$ cat config.mk
export PLATFORM = sky130hd
export DESIGN_NAME = id_ex_stage
export DESIGN_NICKNAME = d
export VERILOG_FILES = /design/src/rtl/id_ex_stage.sv
export SDC_FILE = /design/constraint.sdc
export NUM_CORES = 1
export LEC_CHECK = 0
export BUFFER_PORTS_ARGS = -buffer_cell sky130_fd_sc_hd__buf_2
export CORE_MARGIN = 2
export CORE_UTILIZATION = 46
export DETAILED_ROUTE_END_ITERATION = 8
export PLACE_DENSITY = 0.78
export SLEW_MARGIN = 20
export SYNTH_ARGS = -nofsm -noshare
export SYNTH_HDL_FRONTEND = slang
export SYNTH_SLANG_ARGS = --single-unit
$ cat constraint.sdc
create_clock -name clk -period 2.9 [get_ports clk]
set_input_delay 0.58 -clock clk [delete_from_list [all_inputs] [get_ports clk]]
set_output_delay 0.58 -clock clk [all_outputs]
set_load 0.02 [all_outputs]
$ cat src/rtl/id_ex_stage.sv
// ----------------------------------------------------------------------------
// id_ex_stage
//   ID/EX pipeline register feeding the execute-stage ALU. Latches decoded
//   operands and controls, resolves EX/MEM and MEM/WB forwarding on the ALU
//   operands, detects load-use hazards (stall ID + bubble) and kills the
//   instruction entering EX on a taken-branch flush.
//
// Optional feature macro: ID_EX_STALL_COUNT_EN
//   When defined, adds a saturating 32-bit stall_count output that counts
//   cycles with stall_id=1 and flush=0 (cleared by reset only).
//
// Ports
//   clk, reset            : clock, synchronous active-high reset
//   flush                 : taken branch, bubble into EX
//   id_*                  : decoded instruction fields from ID
//   exm_*                 : EX/MEM producer (reg_write, rd, result)
//   wb_*                  : MEM/WB producer (reg_write, rd, data)
//   ex_valid, ex_rd, ex_* : registered EX-stage controls
//   data1, data2          : forwarded ALU operands
//   ex_store_data         : forwarded rt value for stores
//   control_signals, sh_am: registered ALU control and shift amount
//   stall_id              : combinational load-use stall for PC and IF/ID
// ----------------------------------------------------------------------------
module id_ex_stage #(
    parameter int unsigned DATA_W = 32,
    parameter int unsigned REG_W  = 5
) (
    input  logic              clk,
    input  logic              reset,
    input  logic              flush,
    input  logic              id_valid,
    input  logic [DATA_W-1:0] id_rs_data,
    input  logic [DATA_W-1:0] id_rt_data,
    input  logic [REG_W-1:0]  id_rs,
    input  logic [REG_W-1:0]  id_rt,
    input  logic [REG_W-1:0]  id_rd,
    input  logic [DATA_W-1:0] id_imm,
    input  logic              id_alu_src,
    input  logic [3:0]        id_alu_ctrl,
    input  logic [4:0]        id_sh_am,
    input  logic              id_reg_write,
    input  logic              id_mem_read,
    input  logic              id_mem_write,
    input  logic              id_mem_to_reg,
    input  logic              exm_reg_write,
    input  logic [REG_W-1:0]  exm_rd,
    input  logic [DATA_W-1:0] exm_result,
    input  logic              wb_reg_write,
    input  logic [REG_W-1:0]  wb_rd,
    input  logic [DATA_W-1:0] wb_data,
    output logic              ex_valid,
    output logic [DATA_W-1:0] data1,
    output logic [DATA_W-1:0] data2,
    output logic [3:0]        control_signals,
    output logic [4:0]        sh_am,
    output logic [DATA_W-1:0] ex_store_data,
    output logic [REG_W-1:0]  ex_rd,
    output logic              ex_reg_write,
    output logic              ex_mem_read,
    output logic              ex_mem_write,
    output logic              ex_mem_to_reg,
    output logic              stall_id
`ifdef ID_EX_STALL_COUNT_EN
    ,
    output logic [31:0]       stall_count
`endif
);

    localparam int unsigned CTRL_W = 4;
    localparam int unsigned SH_W   = 5;

    logic              valid_q,      valid_d;
    logic [REG_W-1:0]  rs_q,         rs_d;
    logic [REG_W-1:0]  rt_q,         rt_d;
    logic [REG_W-1:0]  rd_q,         rd_d;
    logic [DATA_W-1:0] rs_data_q,    rs_data_d;
    logic [DATA_W-1:0] rt_data_q,    rt_data_d;
    logic [DATA_W-1:0] imm_q,        imm_d;
    logic              alu_src_q,    alu_src_d;
    logic [CTRL_W-1:0] alu_ctrl_q,   alu_ctrl_d;
    logic [SH_W-1:0]   sh_am_q,      sh_am_d;
    logic              reg_write_q,  reg_write_d;
    logic              mem_read_q,   mem_read_d;
    logic              mem_write_q,  mem_write_d;
    logic              mem_to_reg_q, mem_to_reg_d;

    logic              wb_hit_id_rs, wb_hit_id_rt;
    logic [DATA_W-1:0] fwd_a, fwd_b;

    // Load in EX whose destination is read by the instruction in ID
    assign stall_id = valid_q && mem_read_q && (rd_q != '0) && id_valid &&
                      ((rd_q == id_rs) || (rd_q == id_rt));

    // Same-cycle register-file write-through for the ID read ports
    assign wb_hit_id_rs = wb_reg_write && (wb_rd != '0) && (wb_rd == id_rs);
    assign wb_hit_id_rt = wb_reg_write && (wb_rd != '0) && (wb_rd == id_rt);

    // Next-state: bubble clears controls and holds data, else capture ID
    always_comb begin
        valid_d      = valid_q;
        rs_d         = rs_q;
        rt_d         = rt_q;
        rd_d         = rd_q;
        rs_data_d    = rs_data_q;
        rt_data_d    = rt_data_q;
        imm_d        = imm_q;
        alu_src_d    = alu_src_q;
        alu_ctrl_d   = alu_ctrl_q;
        sh_am_d      = sh_am_q;
        reg_write_d  = reg_write_q;
        mem_read_d   = mem_read_q;
        mem_write_d  = mem_write_q;
        mem_to_reg_d = mem_to_reg_q;
        if (flush || stall_id) begin
            valid_d      = 1'b0;
            rd_d         = '0;
            alu_ctrl_d   = '0;
            reg_write_d  = 1'b0;
            mem_read_d   = 1'b0;
            mem_write_d  = 1'b0;
            mem_to_reg_d = 1'b0;
        end else begin
            valid_d      = id_valid;
            rs_d         = id_rs;
            rt_d         = id_rt;
            rd_d         = id_rd;
            rs_data_d    = wb_hit_id_rs ? wb_data : id_rs_data;
            rt_data_d    = wb_hit_id_rt ? wb_data : id_rt_data;
            imm_d        = id_imm;
            alu_src_d    = id_alu_src;
            alu_ctrl_d   = id_alu_ctrl;
            sh_am_d      = id_sh_am;
            reg_write_d  = id_reg_write;
            mem_read_d   = id_mem_read;
            mem_write_d  = id_mem_write;
            mem_to_reg_d = id_mem_to_reg;
        end
    end

    // Pipeline register
    always_ff @(posedge clk) begin
        if (reset) begin
            valid_q      <= 1'b0;
            rs_q         <= '0;
            rt_q         <= '0;
            rd_q         <= '0;
            rs_data_q    <= '0;
            rt_data_q    <= '0;
            imm_q        <= '0;
            alu_src_q    <= 1'b0;
            alu_ctrl_q   <= '0;
            sh_am_q      <= '0;
            reg_write_q  <= 1'b0;
            mem_read_q   <= 1'b0;
            mem_write_q  <= 1'b0;
            mem_to_reg_q <= 1'b0;
        end else begin
            valid_q      <= valid_d;
            rs_q         <= rs_d;
            rt_q         <= rt_d;
            rd_q         <= rd_d;
            rs_data_q    <= rs_data_d;
            rt_data_q    <= rt_data_d;
            imm_q        <= imm_d;
            alu_src_q    <= alu_src_d;
            alu_ctrl_q   <= alu_ctrl_d;
            sh_am_q      <= sh_am_d;
            reg_write_q  <= reg_write_d;
            mem_read_q   <= mem_read_d;
            mem_write_q  <= mem_write_d;
            mem_to_reg_q <= mem_to_reg_d;
        end
    end

    // Operand forwarding: EX/MEM has priority over MEM/WB, r0 never forwarded
    always_comb begin
        if (exm_reg_write && (exm_rd != '0) && (exm_rd == rs_q)) begin
            fwd_a = exm_result;
        end else if (wb_reg_write && (wb_rd != '0) && (wb_rd == rs_q)) begin
            fwd_a = wb_data;
        end else begin
            fwd_a = rs_data_q;
        end
        if (exm_reg_write && (exm_rd != '0) && (exm_rd == rt_q)) begin
            fwd_b = exm_result;
        end else if (wb_reg_write && (wb_rd != '0) && (wb_rd == rt_q)) begin
            fwd_b = wb_data;
        end else begin
            fwd_b = rt_data_q;
        end
    end

    assign data1           = fwd_a;
    assign data2           = alu_src_q ? imm_q : fwd_b;
    assign ex_store_data   = fwd_b;
    assign ex_valid        = valid_q;
    assign ex_rd           = rd_q;
    assign control_signals = alu_ctrl_q;
    assign sh_am           = sh_am_q;
    assign ex_reg_write    = reg_write_q;
    assign ex_mem_read     = mem_read_q;
    assign ex_mem_write    = mem_write_q;
    assign ex_mem_to_reg   = mem_to_reg_q;

`ifdef ID_EX_STALL_COUNT_EN
    localparam int unsigned CNT_W = 32;

    logic [CNT_W-1:0] cnt_q, cnt_d;

    // Saturating count of genuine load-use stalls (flush cycles excluded)
    always_comb begin
        cnt_d = cnt_q;
        if (stall_id && !flush && (cnt_q != '1)) begin
            cnt_d = cnt_q + CNT_W'(1);
        end
    end

    always_ff @(posedge clk) begin
        if (reset) begin
            cnt_q <= '0;
        end else begin
            cnt_q <= cnt_d;
        end
    end

    assign stall_count = cnt_q;
`endif

endmodule

Word level (Yosys, flattened, before mapping)
Index checks and enable logic that the tools add are counted.
Operators by class
  add/sub/neg operators: 0
  multipliers: 0
  div/mod/pow operators: 0
  $lt $le $gt $ge: 0
  equal/unequal tests: 8
  shift-type cells: 0
  mux-type cells: 7
  bitwise gates (word level): 0
  reduce and logical (&&, ||, !) cells: 18
Operators with widths (count)
  $mux W32: 7
  $eq A5 B5 Y1: 8
  $reduce_bool A5 Y1: 3
  $logic_and A1 B1 Y1: 12
  $logic_or A1 B1 Y1: 2
  $reduce_or A2 Y1: 1
Storage, ports and cells
  register bits: 126
  latch bits: 0
  RAM bits: 0
  memory bits (read-only): 0
  input bits: 205
  output and inout port bits: 116
  logic and storage cells: 47
  memories: 0

Depth between registers and ports, before layout
Gate-level depths: netlist (run 1).
  depth in word-level cells: 6
  depth in mapped cells: 8
  depth with buffers taken out: 5

Least setup slack after synthesis (run 1)
No wires, ideal clock.
  path type: input-to-output
  from: input port wb_rd[4]
  to: output port data2[11]
  arrival time: 2.593 ns
  setup slack: -0.273 ns
  stages: 8
  buffers on the path: 3
  cells stage by stage: buf_2 -> or4_4 -> buf_6 -> o2111ai_4 -> buf_6 -> o21ai_1 -> a31oi_1 -> mux2_2
Between the ends
  longest elaborated chain between the ends: 6
  elaborated cells between the ends (all ways): 7
  those cells by class: eq/ne (1); mux (3); reduce/logical (3)
RTL lines
  start, declared: RTL line 49  | input logic [REG_W-1:0] wb_rd,
  $reduce_bool A5 Y1: RTL line 186  | end else if (wb_reg_write && (wb_rd != '0) && (wb_rd == rt_q)) begin
  $logic_and A1 B1 Y1: RTL line 186
  $logic_and A1 B1 Y1 *: RTL line 186
  $mux W32 *: RTL line 186
  $mux W32 *: RTL line 184  | if (exm_reg_write && (exm_rd != '0) && (exm_rd == rt_q)) begin
  net ex_store_data[11]: RTL line 56  | output logic [DATA_W-1:0] ex_store_data,
  $mux W32 *: RTL line 194  | assign data2 = alu_src_q ? imm_q : fwd_b;
  end, declared: RTL line 53  | output logic [DATA_W-1:0] data2,
Mark *: on every way through the listed nets, which the timed path passes. The rest lies on a longest branch.

Worst setup path in the final report (run 1)
  from: input port wb_rd[4]
  to: output port data2[20]
Between the ends
  longest elaborated chain between the ends: 6
  elaborated cells between the ends (all ways): 7
  those cells by class: eq/ne (1); mux (3); reduce/logical (3)
RTL lines (RTL line)
  $reduce_bool A5 Y1: 186
  $logic_and A1 B1 Y1: 186
  $logic_and A1 B1 Y1 *: 186
  $mux W32 *: 186
  $mux W32 *: 184
  $mux W32 *: 194
Every way passes the cells marked *; elsewhere a longest branch is shown, timed or not.

==> flow_summary.ini, run 1 <==
[cts]
clockBufferDepth = 2
clk_latency_ps = 430
root_buffer = clkbuf_16
hold_buffers = 0
numCtsBuffers = 17
cts_num_sinks = 126
clkTransAtPathRegs_ps = 70
cts_tree = built
ctsHtreeMaxLevel = 4

[place]
gp_congestion = 0.916
dp_hpwl_mm = 22.7
place.port_buffers = 320
place_ws_ps = -274

[timing]
rsz0062_at_grt = yes
whs_ps = 346
slew_headroom = 0.543
drv_slew = 0
tightestPinTransition_ps = 680
max_freq_ghz = 0.321
finClkSkew_ps = 11.3
fin_crit_sh = 1.07
finalCriticalPeriod_ps = 3120
finalSetupViolCount = 72
hold_violations = 0
layout_setup_ws_ps = -215

[finish]
drive_above_1_share = 0.516
final_cell_mix = buf_2 (225), dfxtp_1 (117), nand2b_1 (96), buf_6 (85), nand3_1 (70)
fill_cells = 1277
layout_commonest_cell = buf_2
reg.largest.list = imm_q (32), rs_data_q (32), rt_data_q (32)
syn2layout_area_growth_pct = 56.7
nNetsFinal = 1576

[grt]
grt_max_degree = 125
grt_pass1_wl_mm = 49.9
grt_pass1_vias = 9196
antenna_found_initial = 4
overflow = 0
track_usage = 0.313

[status]
violations = negative setup slack
status = finished, violations left

[setup_path]
cp-start-kind = input pin
crit_required_ps = 2320
crit_type = in -> out
worstRegToRegCells = 6
r2r_start = ex_rd[0]
ff2ff_setup_slack_ps = 710
arrival_ps = 2540
end_kind = primary output
crit_fanout = 5
r2r-end = rs_data_q[23]

[min_path]
holdCritStartpoint = id_alu_ctrl[2]
hold_path_depth = 2
min_to = control_signals[2]
hp-class = in -> reg

[detailed_routing]
firstDrtPassIters = 5
post_drt_wl_per_cell_um = 21.1
drt-total-wl_mm = 34.7
drc = 0
post_drt_via_cell_ratio = 5.87
via_count = 9667
detail-route-antenna-nets = 0
drtIter0Drc = 694

[synthesis]
yosys_warnings = 0
async_reset_ff_frac = 0
ys_seq_area_frac = 0.284
synth.net_count = 1250
ys_top_cells_by_area = dfxtp_1 (28%), mux2_2 (12%), mux2i_1 (9.0%), nand2b_1 (6.8%), o21ai_0 (4.6%)
yosysTopAreaCellShare = 0.284
ys_types = 42
synth_area_per_cell_sq_um = 8.49
netlist_area_sq_um = 8870
synthCells = 1045
synth_area_leader_cell = dfxtp_1
synth_edf_count = 0
yosys_register_bits = 126
synth_flop_cell = dfxtp_1

[floorplan]
io_pins = 321
fp-row-count = 50
design.die.area_sq_um = 20400
die_h_um = 143
die_x_um = 143
core_area_sq_um = 18800
start_util = 0.471

[pwr]
finalPower_mw = 6.10
p_per_area_nw_per_um2 = 439
ir_worst_vdd_v = 0.000411
p_leak_nw = 5.44

[run]
drv_cap = 0
==> logic make-up (layout without fill, tap and decap cells) <==
group | count (synthesis) | count (layout) | share of synthesized area
mux | 176 | 176 | 0.212
buf+inv | 109 | 448 | 0.0567
other cells | 0 | 2 | 0
simple gates | 357 | 357 | 0.248
xor+xnor | 40 | 40 | 0.0395
compound gates | 237 | 237 | 0.160
flops | 126 | 126 | 0.284
==> worst max-delay path: stages <==
cell and delay, ps:
buf_6 90, or4_4 570, o2111a_2 340, buf_12 160, clkbuf_16 170, nand3_2 100, a31oi_4 90, mux2_4 290
buf_6 130
==> final cells by class <==
type                            count  area, sq um  area share
Antenna cell                        2         5.00    0.000360
Sequential cell                   126         2530       0.182
Tap cell                          260          325      0.0234
Multi-Input combinational cell    810         7050       0.508
Timing Repair Buffer              416         3370       0.242
Clock buffer                       17          425      0.0306
Clock inverter                     15          184      0.0132
==> synth_stat cells (all sizes together) (32+ instances only) <==
cell type / instances
a31oi: 32
clkbuf: 66
xnor2: 36
o21ai: 130
mux2i: 80
a21oi: 66
dfxtp: 126
nor4: 34
buf: 43
nand3: 103
mux2: 96
nand2b: 96
nor2b: 64
nand2: 35
==> stage by stage <==
stage,TNS [ps],instances,utilization,cell area [sq um]
after floorplan,-822,1045,-,9480
after global placement,-8920,1586,0.619,11700
after detailed placement,-12360,1586,0.620,11700
after CTS,-4830,1639,0.698,13100
after global routing,-10200,1645,0.738,13900
final,-6790,1646,0.738,13900
==> layer usage <==
metal / up-vias / part of all wire / track usage
met2: 518 / 0.50 / 0.534
met5: - / 0.00078 / 0
li1: 4379 / - / -
met4: 4 / 0.039 / 0.129
met1: 4648 / 0.39 / 0.379
met3: 118 / 0.078 / 0.0744
==> power breakdown <==
part	internal, mW	leakage [nW]	switching, mW
sequential	1.84	1.04	0.0815
clock	1.36	0.291	0.907
combinational	0.903	4.11	1.00
==> repair_timing <==
| item | in CTS | in global routing |
|---|---|---|
| endpoints found under the hold margin | 0 | 0 |
| cloned | 5 | 4 |
| pin swaps | 11 | 34 |
| setup endpoints to repair | 92 | 93 |
| setup buffers | 16 | 11 |
| resized for setup | 140 | 177 |
==> how the worst max path moves through the flow <==
stage	end	cells past startpoint	start
floorplan	data2[10]	8	wb_rd[1]
global placement	data1[9]	9	wb_rd[1]
detailed placement	data1[5]	8	wb_rd[3]
CTS	data2[1]	9	wb_rd[1]
global route	data2[13]	9	wb_rd[4]
finish	data2[20]	9	wb_rd[4]
No activity file was read; power rests on OpenSTA's default activity.
==> run 2, diff against run 1 <==
--- a/config.mk
+++ b/config.mk
@@ -5,9 +5,11 @@
 export SDC_FILE = /design/constraint.sdc
 export NUM_CORES = 1
 export LEC_CHECK = 0
+export ABC_AREA = 1
 export BUFFER_PORTS_ARGS = -buffer_cell sky130_fd_sc_hd__buf_2
 export CORE_MARGIN = 2
 export CORE_UTILIZATION = 46
+export CTS_CLUSTER_DIAMETER = 30
 export DETAILED_ROUTE_END_ITERATION = 8
 export PLACE_DENSITY = 0.78
 export SLEW_MARGIN = 20
==> run 2 against run 1 <==
The run now ends clean. Core utilization shrank 13 points. Via count grew 12%. Clock-buffer cell count is the same. Cell area shrank 18%. Total power shrank 9.3%. Synthesized cell count grew 48%. Die area grew 0.67%. First-iteration DRC count grew 32%. Non-clock buffer count shrank 57. Largest power group unchanged.
==> flow_summary.ini, run 2 <==
[floorplan]
design.die.area_sq_um = 20500
fp-row-count = 50
core_area_sq_um = 18900
die_h_um = 143
die_x_um = 143
start_util = 0.473
io_pins = 321

[timing]
tightestPinTransition_ps = 709
whs_ps = 362
max_freq_ghz = 0.360
finalCriticalPeriod_ps = 2780
rsz0062_at_grt = no
drv_slew = 0
hold_violations = 0
slew_headroom = 0.526
fin_tns_setup_ps = 0
finalSetupViolCount = 0
finClkSkew_ps = 12.4
fin_crit_sh = 0.959

[cts]
ctsHtreeMaxLevel = 4
cts_tree = built
root_buffer = clkbuf_16
numCtsBuffers = 17
hold_buffers = 0
cts_num_sinks = 126
post_cts_buffers = 0
cts_resized = 0
clk_latency_ps = 420
clockBufferDepth = 2
clkTransAtPathRegs_ps = 60

[finish]
layout_commonest_cell = nand2_1
nNetsFinal = 2014
ff_latch_area_sq_um = 2520
multi_input_area_sq_um = 5290
final_cell_mix = nand2_1 (467), buf_2 (320), nand3_1 (236), nor2_1 (201), inv_1 (159)
reg.largest.list = imm_q (32), rs_data_q (32), rt_data_q (32)
syn2layout_area_growth_pct = 27.7
fill_cells = 1913
drive_above_1_share = 0.228

[grt]
grt_pass1_wl_mm = 50.3
overflow = 0
antenna_found_initial = 1
grt_pass1_vias = 9753
track_usage = 0.312
grt_max_degree = 94

[synthesis]
ys_types = 28
yosys_warnings = 0
synthCells = 1544
synthTopCellsByCount = nand2_1 (467), nand3_1 (238), nor2_1 (203)
synth_flop_cell = dfxtp_1
synth.net_count = 1749
ys_top_cells_by_area = dfxtp_1 (28%), nand2_1 (20%), nand3_1 (13%), nor2_1 (8.5%), inv_1 (6.8%)
synth_area_leader_cell = dfxtp_1
netlist_area_sq_um = 8930
yosys_register_bits = 126
async_reset_ff_frac = 0
synth_area_per_cell_sq_um = 5.79
synth_edf_count = 0
ys_seq_area_frac = 0.282
yosysTopAreaCellShare = 0.282
synth.most_common_cell = nand2_1

[place]
dp_hpwl_mm = 23.6
place.port_buffers = 320
gp_congestion = 0.972

[pwr]
ir_worst_vdd_v = 0.000597
p_per_area_nw_per_um2 = 485
p_leak_nw = 6.47

[detailed_routing]
post_drt_wl_per_cell_um = 15.8
detail-route-antenna-nets = 0
drt-total-wl_mm = 32.9
post_drt_via_cell_ratio = 5.21
drc = 0
via_count = 10800
firstDrtPassIters = 5
drtIter0Drc = 914

[run]
drv_cap = 0

[setup_path]
crit_type = reg -> out
crit_required_ps = 2320
arrival_ps = 2200
crit_fanout = 29
end_kind = primary output
cp-start-kind = register

[status]
status = finished clean

[min_path]
hp-class = in -> reg
run 2: changes by cell type in the layout (fill, tap and decap cells not counted), moves of 43 or more:
cell,before,now
nand2b_1,96,0
buf_2,225,320
buf_4,68,25
inv_1,0,159
mux2_2,64,0
mux2i_1,68,0
nand3_1,70,236
nand2_1,32,467
o21ai_0,64,3
buf_6,85,0
nor2b_1,64,0
nor2_1,1,201
run 2: critical path, stage by stage, from the launching register on:
cell,delay (ps)
dfxtp_1,330
xnor2_1,170
nand2_1,140
nor3_4,290
buf_12,240
nand3_1,120
nand3_1,170
nand2_1,120
buf_2,180
run 2: logic make-up (layout without fill, tap and decap cells):
logic type                Yosys count  count (layout)  synth area share
and+or+nand+nor                  1029            1029             0.509
other                               0               1                 0
xor gates and xnor gates           30              30            0.0294
buffers and inverters             277             555             0.133
AOI/OAI and AO/OA                  82              82            0.0464
DFF                               126             126             0.282
run 2: routing by layer:
layer | up-vias | track usage | share of wire | wire (um)
met1 | 4809 | 0.389 | 0.40 | 13200
met5 | - | 0 | 0.00039 | 13
li1 | 5355 | - | - | -
met2 | 595 | 0.519 | 0.47 | 15500
met4 | 2 | 0.133 | 0.031 | 1030
met3 | 82 | 0.0723 | 0.096 | 3150
run 2: power by group:
group          switching [mW]  total [mW]  internal, mW
clock network           0.908        2.12          1.21
registers              0.0593        1.91          1.85
logic                   0.972        1.50         0.533
run 2: path summary, 6_finish.rpt:
check | end | slack (ps) | startpoint | depth (start not counted)
setup reg to reg | rs_data_q[10] | 1030 | ex_rd[0] | 12
hold reg to reg | imm_q[12] | 480 | imm_q[12] | 2
hold / removal | ex_rd[0] | 360 | id_rd[0] | 3
setup / recovery | data2[0] | 120 | rt_q[1] | 8
run 2: final cells by class:
type,instances,area share
clock buffer,17,0.0373
multi-input combinational,1141,0.464
antenna,1,0.000219
tap,260,0.0285
timing repair buffer,359,0.181
inverter,164,0.0542
sequential,126,0.221
clock inverter,15,0.0135
run 2: stage by stage:
stage               power, mW  cell area, sq um  setup slack [ps]  utilization  instances
floorplan                2.85              8930               510            -       1544
global placement         3.41             10800               290        0.573       2050
detailed placement       3.43             10800               269        0.573       2050
CTS                      5.55             11400               184        0.603       2082
global route             5.79             11400              28.7        0.603       2082
finish                   5.53             11400               119        0.604       2083
